`src/rtl/pc_sequencer_pkg.sv`:
```
// Shared types for the PC sequencer: FSM states,
// trap cause codes and next-PC source selection.
package pc_seq_pkg;

   typedef enum logic [2:0] {
      RESET_HOLD,
      FETCH_REQ,
      FETCH_WAIT,
      EXECUTE,
      UPDATE
   } state_t;

   typedef enum logic [1:0] {
      CAUSE_EXT      = 2'd0,
      CAUSE_MISALIGN = 2'd1,
      CAUSE_TIMEOUT  = 2'd2
   } cause_t;

   typedef enum logic [2:0] {
      SRC_SEQ,
      SRC_BRANCH,
      SRC_JUMP,
      SRC_MRET,
      SRC_TRAP,
      SRC_TIMEOUT
   } src_t;

endpackage

```
`src/rtl/pc_sequencer_if.sv`:
```
// Bundle between control unit, instruction memory port and PC register.
// slave: sequencer side; master: environment (datapath/memory/PC) side.
interface pc_sequencer_if #(
   parameter int RETIRE_WIDTH = 32
);
   logic        [31:0] pc;
   logic               halt;
   logic               imem_ready;
   logic               exec_done;
   logic               branch_taken;
   logic        [31:0] branch_target;
   logic               jump;
   logic        [31:0] jump_target;
   logic               trap;
   logic               mret;
   logic        [31:0] mepc;
   logic               imem_request;
   logic               ir_load;
   logic               pc_write_enable;
   logic        [31:0] next_pc;
   logic               trap_taken;
   logic        [1:0]  trap_cause;
   logic [RETIRE_WIDTH-1:0] retired_count;

   modport slave (
      input  pc, halt, imem_ready, exec_done,
      input  branch_taken, branch_target,
      input  jump, jump_target, trap, mret, mepc,
      output imem_request, ir_load, pc_write_enable,
      output next_pc, trap_taken, trap_cause, retired_count
   );

   modport master (
      output pc, halt, imem_ready, exec_done,
      output branch_taken, branch_target,
      output jump, jump_target, trap, mret, mepc,
      input  imem_request, ir_load, pc_write_enable,
      input  next_pc, trap_taken, trap_cause, retired_count
   );
endinterface

```
`src/rtl/pc_sequencer_next_select.sv`:
```
// Next-PC priority mux with target alignment check.
// Ports: redirect requests and targets in; target, cause, is_trap out.
module pc_next_select
   import pc_seq_pkg::*;
#(
   parameter logic [31:0] TRAP_VECTOR = 32'h0000_0010
) (
   input  logic        timeout,
   input  logic        trap,
   input  logic        mret,
   input  logic        jump,
   input  logic        branch_taken,
   input  logic [31:0] pc,
   input  logic [31:0] branch_target,
   input  logic [31:0] jump_target,
   input  logic [31:0] mepc,
   output logic [31:0] target,
   output cause_t      cause,
   output logic        is_trap
);

   src_t        src;
   logic [31:0] raw;

   always_comb begin
      src = SRC_SEQ;
      if (timeout)           src = SRC_TIMEOUT;
      else if (trap)         src = SRC_TRAP;
      else if (mret)         src = SRC_MRET;
      else if (jump)         src = SRC_JUMP;
      else if (branch_taken) src = SRC_BRANCH;
   end

   always_comb begin
      raw = pc + 32'd4;
      case (src)
         SRC_BRANCH: raw = branch_target;
         SRC_JUMP:   raw = jump_target;
         SRC_MRET:   raw = mepc;
         default:    raw = pc + 32'd4;
      endcase
   end

   // Sequential pc+4 is aligned by construction and wraps freely.
   always_comb begin
      target  = raw;
      cause   = CAUSE_EXT;
      is_trap = 1'b0;
      if (src == SRC_TIMEOUT) begin
         target  = TRAP_VECTOR;
         cause   = CAUSE_TIMEOUT;
         is_trap = 1'b1;
      end else if (src == SRC_TRAP) begin
         target  = TRAP_VECTOR;
         is_trap = 1'b1;
      end else if (src != SRC_SEQ && raw[1:0] != 2'b00) begin
         target  = TRAP_VECTOR;
         cause   = CAUSE_MISALIGN;
         is_trap = 1'b1;
      end
   end

endmodule

```
`src/rtl/pc_sequencer.sv`:
```
// Multicycle fetch/execute/update controller owning PC write_enable and next_pc.
// Ports: clock, reset (async, active-high), bus (pc_sequencer_if.slave).
module pc_sequencer
   import pc_seq_pkg::*;
#(
   parameter logic [31:0] INITIAL_PC    = 32'h0040_0000,
   parameter logic [31:0] TRAP_VECTOR   = 32'h0000_0010,
   parameter int          FETCH_TIMEOUT = 255,
   parameter int          RETIRE_WIDTH  = 32
) (
   input  logic           clock,
   input  logic           reset,
   pc_sequencer_if.slave  bus
);

   state_t                  state;
   state_t                  state_next;
   logic [7:0]              wait_count;
   logic                    timeout;
   logic                    imem_request;
   logic                    ir_load;
   logic                    pc_write_enable;
   logic [31:0]             next_pc;
   logic                    trap_taken;
   logic [1:0]              trap_cause;
   logic [RETIRE_WIDTH-1:0] retired_count;
   logic [31:0]             sel_target;
   cause_t                  sel_cause;
   logic                    sel_is_trap;

   // A ready arriving on the last allowed wait cycle still counts.
   assign timeout = (state == FETCH_WAIT) && !bus.imem_ready
                 && (wait_count == 8'(FETCH_TIMEOUT - 1));

   pc_next_select #(
      .TRAP_VECTOR (TRAP_VECTOR)
   ) u_select (
      .timeout       (timeout),
      .trap          (bus.trap),
      .mret          (bus.mret),
      .jump          (bus.jump),
      .branch_taken  (bus.branch_taken),
      .pc            (bus.pc),
      .branch_target (bus.branch_target),
      .jump_target   (bus.jump_target),
      .mepc          (bus.mepc),
      .target        (sel_target),
      .cause         (sel_cause),
      .is_trap       (sel_is_trap)
   );

   // The ir_load cycle is the instruction's first EXECUTE cycle;
   // exec_done is only honoured after it.
   always_comb begin
      state_next = state;
      case (state)
         RESET_HOLD: state_next = FETCH_REQ;
         FETCH_REQ:  state_next = FETCH_WAIT;
         FETCH_WAIT: begin
            if (bus.imem_ready) state_next = EXECUTE;
            else if (timeout)   state_next = UPDATE;
         end
         EXECUTE: begin
            if (!ir_load && bus.exec_done && !bus.halt)
               state_next = UPDATE;
         end
         UPDATE:     state_next = FETCH_REQ;
         default:    state_next = RESET_HOLD;
      endcase
   end

   always_ff @(posedge clock or posedge reset) begin
      if (reset) begin
         state           <= RESET_HOLD;
         wait_count      <= '0;
         imem_request    <= 1'b0;
         ir_load         <= 1'b0;
         pc_write_enable <= 1'b0;
         next_pc         <= INITIAL_PC;
         trap_taken      <= 1'b0;
         trap_cause      <= 2'd0;
         retired_count   <= '0;
      end else begin
         state           <= state_next;
         wait_count      <= (state == FETCH_WAIT) ? wait_count + 8'd1 : 8'd0;
         imem_request    <= (state_next == FETCH_REQ);
         ir_load         <= (state == FETCH_WAIT) && (state_next == EXECUTE);
         pc_write_enable <= (state_next == UPDATE);
         trap_taken      <= (state_next == UPDATE) && sel_is_trap;
         if (state_next == UPDATE) begin
            next_pc    <= sel_target;
            trap_cause <= sel_is_trap ? sel_cause : CAUSE_EXT;
            if (!sel_is_trap)
               retired_count <= retired_count + RETIRE_WIDTH'(1);
         end
      end
   end

   assign bus.imem_request    = imem_request;
   assign bus.ir_load         = ir_load;
   assign bus.pc_write_enable = pc_write_enable;
   assign bus.next_pc         = next_pc;
   assign bus.trap_taken      = trap_taken;
   assign bus.trap_cause      = trap_cause;
   assign bus.retired_count   = retired_count;

endmodule

```
`src/flat_wrapper.sv`:
```
// flat-port wrapper written by rule: the top's interface ports become plain ports
module pc_sequencer_flat import pc_seq_pkg::*;
#(
   parameter logic [31:0] INITIAL_PC    = 32'h0040_0000,
   parameter logic [31:0] TRAP_VECTOR   = 32'h0000_0010,
   parameter int          FETCH_TIMEOUT = 255,
   parameter int          RETIRE_WIDTH  = 32
)
  (clock, reset, bus_pc, bus_halt, bus_imem_ready, bus_exec_done, bus_branch_taken, bus_branch_target, bus_jump, bus_jump_target, bus_trap, bus_mret, bus_mepc, bus_imem_request, bus_ir_load, bus_pc_write_enable, bus_next_pc, bus_trap_taken, bus_trap_cause, bus_retired_count);
  pc_sequencer_if #(.RETIRE_WIDTH(RETIRE_WIDTH)) bus_i ();
  input  logic clock;
  input  logic reset;
  input wire logic [$bits(bus_i.pc)-1:0] bus_pc;
  input wire logic [$bits(bus_i.halt)-1:0] bus_halt;
  input wire logic [$bits(bus_i.imem_ready)-1:0] bus_imem_ready;
  input wire logic [$bits(bus_i.exec_done)-1:0] bus_exec_done;
  input wire logic [$bits(bus_i.branch_taken)-1:0] bus_branch_taken;
  input wire logic [$bits(bus_i.branch_target)-1:0] bus_branch_target;
  input wire logic [$bits(bus_i.jump)-1:0] bus_jump;
  input wire logic [$bits(bus_i.jump_target)-1:0] bus_jump_target;
  input wire logic [$bits(bus_i.trap)-1:0] bus_trap;
  input wire logic [$bits(bus_i.mret)-1:0] bus_mret;
  input wire logic [$bits(bus_i.mepc)-1:0] bus_mepc;
  output wire logic [$bits(bus_i.imem_request)-1:0] bus_imem_request;
  output wire logic [$bits(bus_i.ir_load)-1:0] bus_ir_load;
  output wire logic [$bits(bus_i.pc_write_enable)-1:0] bus_pc_write_enable;
  output wire logic [$bits(bus_i.next_pc)-1:0] bus_next_pc;
  output wire logic [$bits(bus_i.trap_taken)-1:0] bus_trap_taken;
  output wire logic [$bits(bus_i.trap_cause)-1:0] bus_trap_cause;
  output wire logic [$bits(bus_i.retired_count)-1:0] bus_retired_count;
  assign bus_i.pc = bus_pc;
  assign bus_i.halt = bus_halt;
  assign bus_i.imem_ready = bus_imem_ready;
  assign bus_i.exec_done = bus_exec_done;
  assign bus_i.branch_taken = bus_branch_taken;
  assign bus_i.branch_target = bus_branch_target;
  assign bus_i.jump = bus_jump;
  assign bus_i.jump_target = bus_jump_target;
  assign bus_i.trap = bus_trap;
  assign bus_i.mret = bus_mret;
  assign bus_i.mepc = bus_mepc;
  assign bus_imem_request = bus_i.imem_request;
  assign bus_ir_load = bus_i.ir_load;
  assign bus_pc_write_enable = bus_i.pc_write_enable;
  assign bus_next_pc = bus_i.next_pc;
  assign bus_trap_taken = bus_i.trap_taken;
  assign bus_trap_cause = bus_i.trap_cause;
  assign bus_retired_count = bus_i.retired_count;
  pc_sequencer #(.INITIAL_PC(INITIAL_PC), .TRAP_VECTOR(TRAP_VECTOR), .FETCH_TIMEOUT(FETCH_TIMEOUT), .RETIRE_WIDTH(RETIRE_WIDTH)) u_core (.clock(clock), .reset(reset), .bus(bus_i));
endmodule
```
`config.mk`:
```
export PLATFORM = sky130hd
export DESIGN_NAME = pc_sequencer_flat
export DESIGN_NICKNAME = d
export VERILOG_FILES = /design/src/rtl/pc_sequencer_pkg.sv /design/src/rtl/pc_sequencer_if.sv /design/src/rtl/pc_sequencer_next_select.sv /design/src/rtl/pc_sequencer.sv /design/src/flat_wrapper.sv
export SDC_FILE = /design/constraint.sdc
export NUM_CORES = 1
export LEC_CHECK = 0
export CAP_MARGIN = 20
export CORE_UTILIZATION = 29
export DETAILED_ROUTE_END_ITERATION = 8
export PLACE_DENSITY = 0.58
export RECOVER_POWER = 25
export SLEW_MARGIN = 30
export SYNTH_ARGS = -nofsm -noshare
export SYNTH_HDL_FRONTEND = slang
export SYNTH_SLANG_ARGS = --single-unit
```
`constraint.sdc`:
```
create_clock -name clock -period 3.1 [get_ports clock]
set_input_delay 0.62 -clock clock [delete_from_list [all_inputs] [get_ports clock]]
set_output_delay 0.62 -clock clock [all_outputs]
set_load 0.02 [all_outputs]
```
==> run_results.csv <==
group,metric,value,unit
synth,count_of_flip_flops_with_a_built_in_enable_after_synthesis,0,
worst_setup_path,worst_path_largest_cell_delay,0.77,ns
cells_and_area,drive_gt1_share,9.74,%
worst_setup_path,worst_setup_path_category,"input port to flop",
worst_setup_path,r2r_slack,0.54,ns
cts,cts.hold.buffers_added,0,
flow_run,drv_cap,1,
routing,first_pass_detailed_route_iteration_total,5,
worst_setup_path,cp_max_fo,10,
synth,largest_area_contributor_in_the_netlist,"sky130_fd_sc_hd__dfrtp_1",
synth,yosys_most_used_dff,"sky130_fd_sc_hd__dfrtp_1",
place,dp_hpwl,14300,um
power_and_ir_drop,power_share_of_the_combinational_group,34.4,%
cells_and_area,antennaDiodeCount,0,
worst_setup_path,critPathSlowestCell,"sky130_fd_sc_hd__or4_1",
synth,yosys_register_bits,81,
cells_and_area,layout.cells.most_common,"sky130_fd_sc_hd__clkdlybuf4s50_1",
cts,insertion_delay_of_the_later_clocked_pin_in_the_worst_skew_pair,0.34,ns
die,placeableCoreArea,0.0168,mm2
sta,timing.hold.ws,0.467,ns
cts,cts_num_sinks,81,
power_and_ir_drop,p_sw_share,33.0,%
cts,numCtsBuffers,9,
sta,slew_headroom,-19.2,%
sta,aggregate_negative_setup_slack,0,ns
power_and_ir_drop,power_frac_clock,28.6,%
synth,synth.top_cell.area_share,39.9,%
cells_and_area,fill_cells,1608,
synth,syn-num-nets,692,
sta,rsz0062_at_grt,"no",
cts,worst_setup_hold_path_clk_slew,0.06,ns
worst_setup_path,critical_path_buf_inv_count,1,
cts,cts.root.buffer_cell,"sky130_fd_sc_hd__clkbuf_16",
sta,final-setup-viol-count,0,
sta,post-route-period-util,86.4,%
synth,synth_cell_types,66,
cells_and_area,area.growth.synth_to_final,53.7,%
global_routing,first_global_vias,5122,
power_and_ir_drop,power.ir.vdd_worst,0.000282,V
outcome,failed_checks,"max-capacitance violations, max-slew violations",
routing,totalWireLength,18100,um
synth,mappedNetlistArea,0.00502,mm2
power_and_ir_drop,power.sequential.fraction,37.0,%
sta,report.final.slew_viol_count,41,
routing,routed_wire_length_per_instance,18.3,um
die,die_span_in_y,134,um
routing,antenna_violation_net_count_after_detailed_routing,0,
sta,final_hold_viol_count,0,
worst_setup_path,startpoint_type_of_the_worst_setup_path,"input port",
worst_setup_path,worstPathArrival,2.87,ns
worst_setup_path,crit_path_end_kind,"flop",
global_routing,grt_max_degree,50,
sta,achievable-frequency,373,MHz
power_and_ir_drop,intPower,2.53,mW
worst_setup_path,cells_along_the_critical_path,"clkdlybuf4s50_1 > nand2_1 > or4_1 > o21a_1 > o21ai_0 > a211oi_1",
cells_and_area,layout.cells.most_common_list,"sky130_fd_sc_hd__clkdlybuf4s50_1, sky130_fd_sc_hd__dfrtp_1, sky130_fd_sc_hd__nand2_1",
sta,skew,0.00478,ns
sta,worst_max_slew_pin_slew,1.78,ns
global_routing,grtUsageTotal,20.7,%
routing,drc,0,
global_routing,grt_pass1_wl,28300,um
synth,ranking_of_synthesized_cells_by_area,"sky130_fd_sc_hd__dfrtp_1, sky130_fd_sc_hd__nand2_1, sky130_fd_sc_hd__xor2_1, sky130_fd_sc_hd__xnor2_1, sky130_fd_sc_hd__nand3_1",
routing,first_iter_violations,213,
worst_setup_path,worst_path_dominant_cell_family,"simple AND/OR/NAND/NOR gates",
place,globalplace.congestion,0.862,
die,die_width,134,um
global_routing,grt-ovfl-total,0,
routing,vias,5126,
cts,max-clock-path-buffers,2,
die,io-pin-count,207,
power_and_ir_drop,power-per-cell-area,490,mW/mm2
synth,synth_sequential_area_ratio,40.4,%
worst_setup_path,crit_required,3.29,ns
die,floorplan.die_area,0.0178,mm2
synth,ys_warn_count,0,
cts,cts_post_setup_buffers_inserted,0,
synth,syn_area_per_cell,9.11,um2
synth,syn_inst,551,
cts,cts_resized,0,
outcome,outcome,"complete, but fails checks",
die,floorplan.initialDensity,29.9,%
power_and_ir_drop,power_switching,1.25,mW
sta,final.min_clock_period,2.68,ns
cts,clock_tree_from_tritoncts,"done",
global_routing,antenna_found_initial,1,
power_and_ir_drop,p_leak,3.17,nW
worst_hold_path,worst_hold_path_type,"flop to flop",
die,floorplan.rows,47,
cells_and_area,nets,907,
synth,asyncSetResetFlopFracSynth,100,%
place,place.port_buffers,206,
cts,ctsHtreeMaxLevel,3,
routing,vias_per_cell,5.18,
layout make-up:
type / count / area, um2 / share of cell area [%]
Timing Repair Buffer: 237 / 2290 / 29.7
Multi-Input combinational cell: 418 / 2750 / 35.7
Clock inverter: 4 / 53.8 / 0.698
Sequential cell: 81 / 2030 / 26.3
Tap cell: 220 / 275 / 3.57
Inverter: 19 / 73.8 / 0.957
Clock buffer: 11 / 243 / 3.15
logic make-up (layout without fill, tap and decap cells):
group                      after synthesis  in the layout  share of synthesized area (%)
adders and majority gates                4              4                          0.998
buffers and inverters                   52            271                           4.81
AOI/OAI and AO/OA                      147            147                           21.1
xor gates and xnor gates                47             47                           8.20
DFF                                     81             81                           40.4
and+or+nand+nor                        216            216                           23.7
muxes                                    4              4                          0.798
power by group through the flow:
| stage | Sequential (mW) | Combinational, mW | Clock [mW] |
|---|---|---|---|
| 6_report | 1.40 | 1.30 | 1.08 |
| 5_1_grt | 1.42 | 1.39 | 1.15 |
| 4_1_cts | 1.40 | 1.31 | 1.11 |
| 3_5_place_dp | 1.41 | 1.31 | 0 |
| 3_3_place_gp | 1.40 | 1.29 | 0 |
| 2_1_floorplan | 1.58 | 0.423 | 0 |
state kept, by name (all words and copies together) (netlist names):
register / cells
u_core.bus.imem_request: 1
u_core.bus.ir_load: 1
u_core.bus.next_pc: 32
u_core.bus.pc_write_enable: 1
u_core.bus.retired_count: 32
u_core.bus.trap_cause: 2
u_core.bus.trap_taken: 1
u_core.state: 3
u_core.wait_count: 8
synth_stat cells (5+ instances only):
cell / number
sky130_fd_sc_hd__a211oi_1: 14
sky130_fd_sc_hd__a21oi_1: 27
sky130_fd_sc_hd__a221oi_1: 6
sky130_fd_sc_hd__a22o_1: 15
sky130_fd_sc_hd__a22oi_1: 9
sky130_fd_sc_hd__and3_1: 9
sky130_fd_sc_hd__and4_1: 5
sky130_fd_sc_hd__buf_2: 12
sky130_fd_sc_hd__clkbuf_1: 16
sky130_fd_sc_hd__dfrtp_1: 80
sky130_fd_sc_hd__inv_1: 18
sky130_fd_sc_hd__nand2_1: 57
sky130_fd_sc_hd__nand3_1: 31
sky130_fd_sc_hd__nand4_1: 9
sky130_fd_sc_hd__nor2_1: 27
sky130_fd_sc_hd__nor3_1: 21
sky130_fd_sc_hd__nor3_2: 6
sky130_fd_sc_hd__nor3b_1: 5
sky130_fd_sc_hd__nor4_1: 11
sky130_fd_sc_hd__o21ai_0: 25
sky130_fd_sc_hd__o21ai_1: 6
sky130_fd_sc_hd__o31a_1: 6
sky130_fd_sc_hd__o31ai_1: 5
sky130_fd_sc_hd__or3_1: 7
sky130_fd_sc_hd__xnor2_1: 23
sky130_fd_sc_hd__xor2_1: 24
layer usage:
metal  share of wire (%)  global-route usage (%)  vias up
met1                  43                    26.3     2409
li1                    -                       -     2466
met3                 7.8                    5.56       29
met5                   0                       0        -
met2                  47                    33.9      222
met4                 2.3                    6.82        0
per-stage QoR:
stage	setup WS (ns)	instance area (um2)	power, mW	util [%]	cells
after floorplan	0.402	5020	2.00	-	551
after global placement	0.131	7430	2.70	44.3	975
after detailed placement	0.101	7430	2.72	44.3	975
after CTS	0.456	7730	3.81	46.1	990
after global routing	0.199	7710	3.97	46.0	990
final	0.422	7710	3.77	46.0	990
worst register-to-register path: stages, from the launching register on:
cell and delay [ns]:
sky130_fd_sc_hd__dfrtp_1 0.43, sky130_fd_sc_hd__or3b_1 0.59, sky130_fd_sc_hd__o31a_1 0.42, sky130_fd_sc_hd__nand2_2 0.41
sky130_fd_sc_hd__o21ai_0 0.35, sky130_fd_sc_hd__a211oi_1 0.27
path summary, 6_finish.rpt:
check / from / end / depth (start not counted)
min: u_core.bus.retired_count[31] / u_core.bus.retired_count[31] / 1
min in group asynchronous: reset / u_core.bus.next_pc[0] / 2
max in group asynchronous: reset / u_core.bus.next_pc[25] / 3
min reg2reg: u_core.bus.retired_count[31] / u_core.bus.retired_count[31] / 1
max: bus_pc[2] / u_core.bus.next_pc[17] / 6
max reg2reg: u_core.state[0] / u_core.bus.next_pc[17] / 5
No activity file was read; power rests on OpenSTA's default activity.
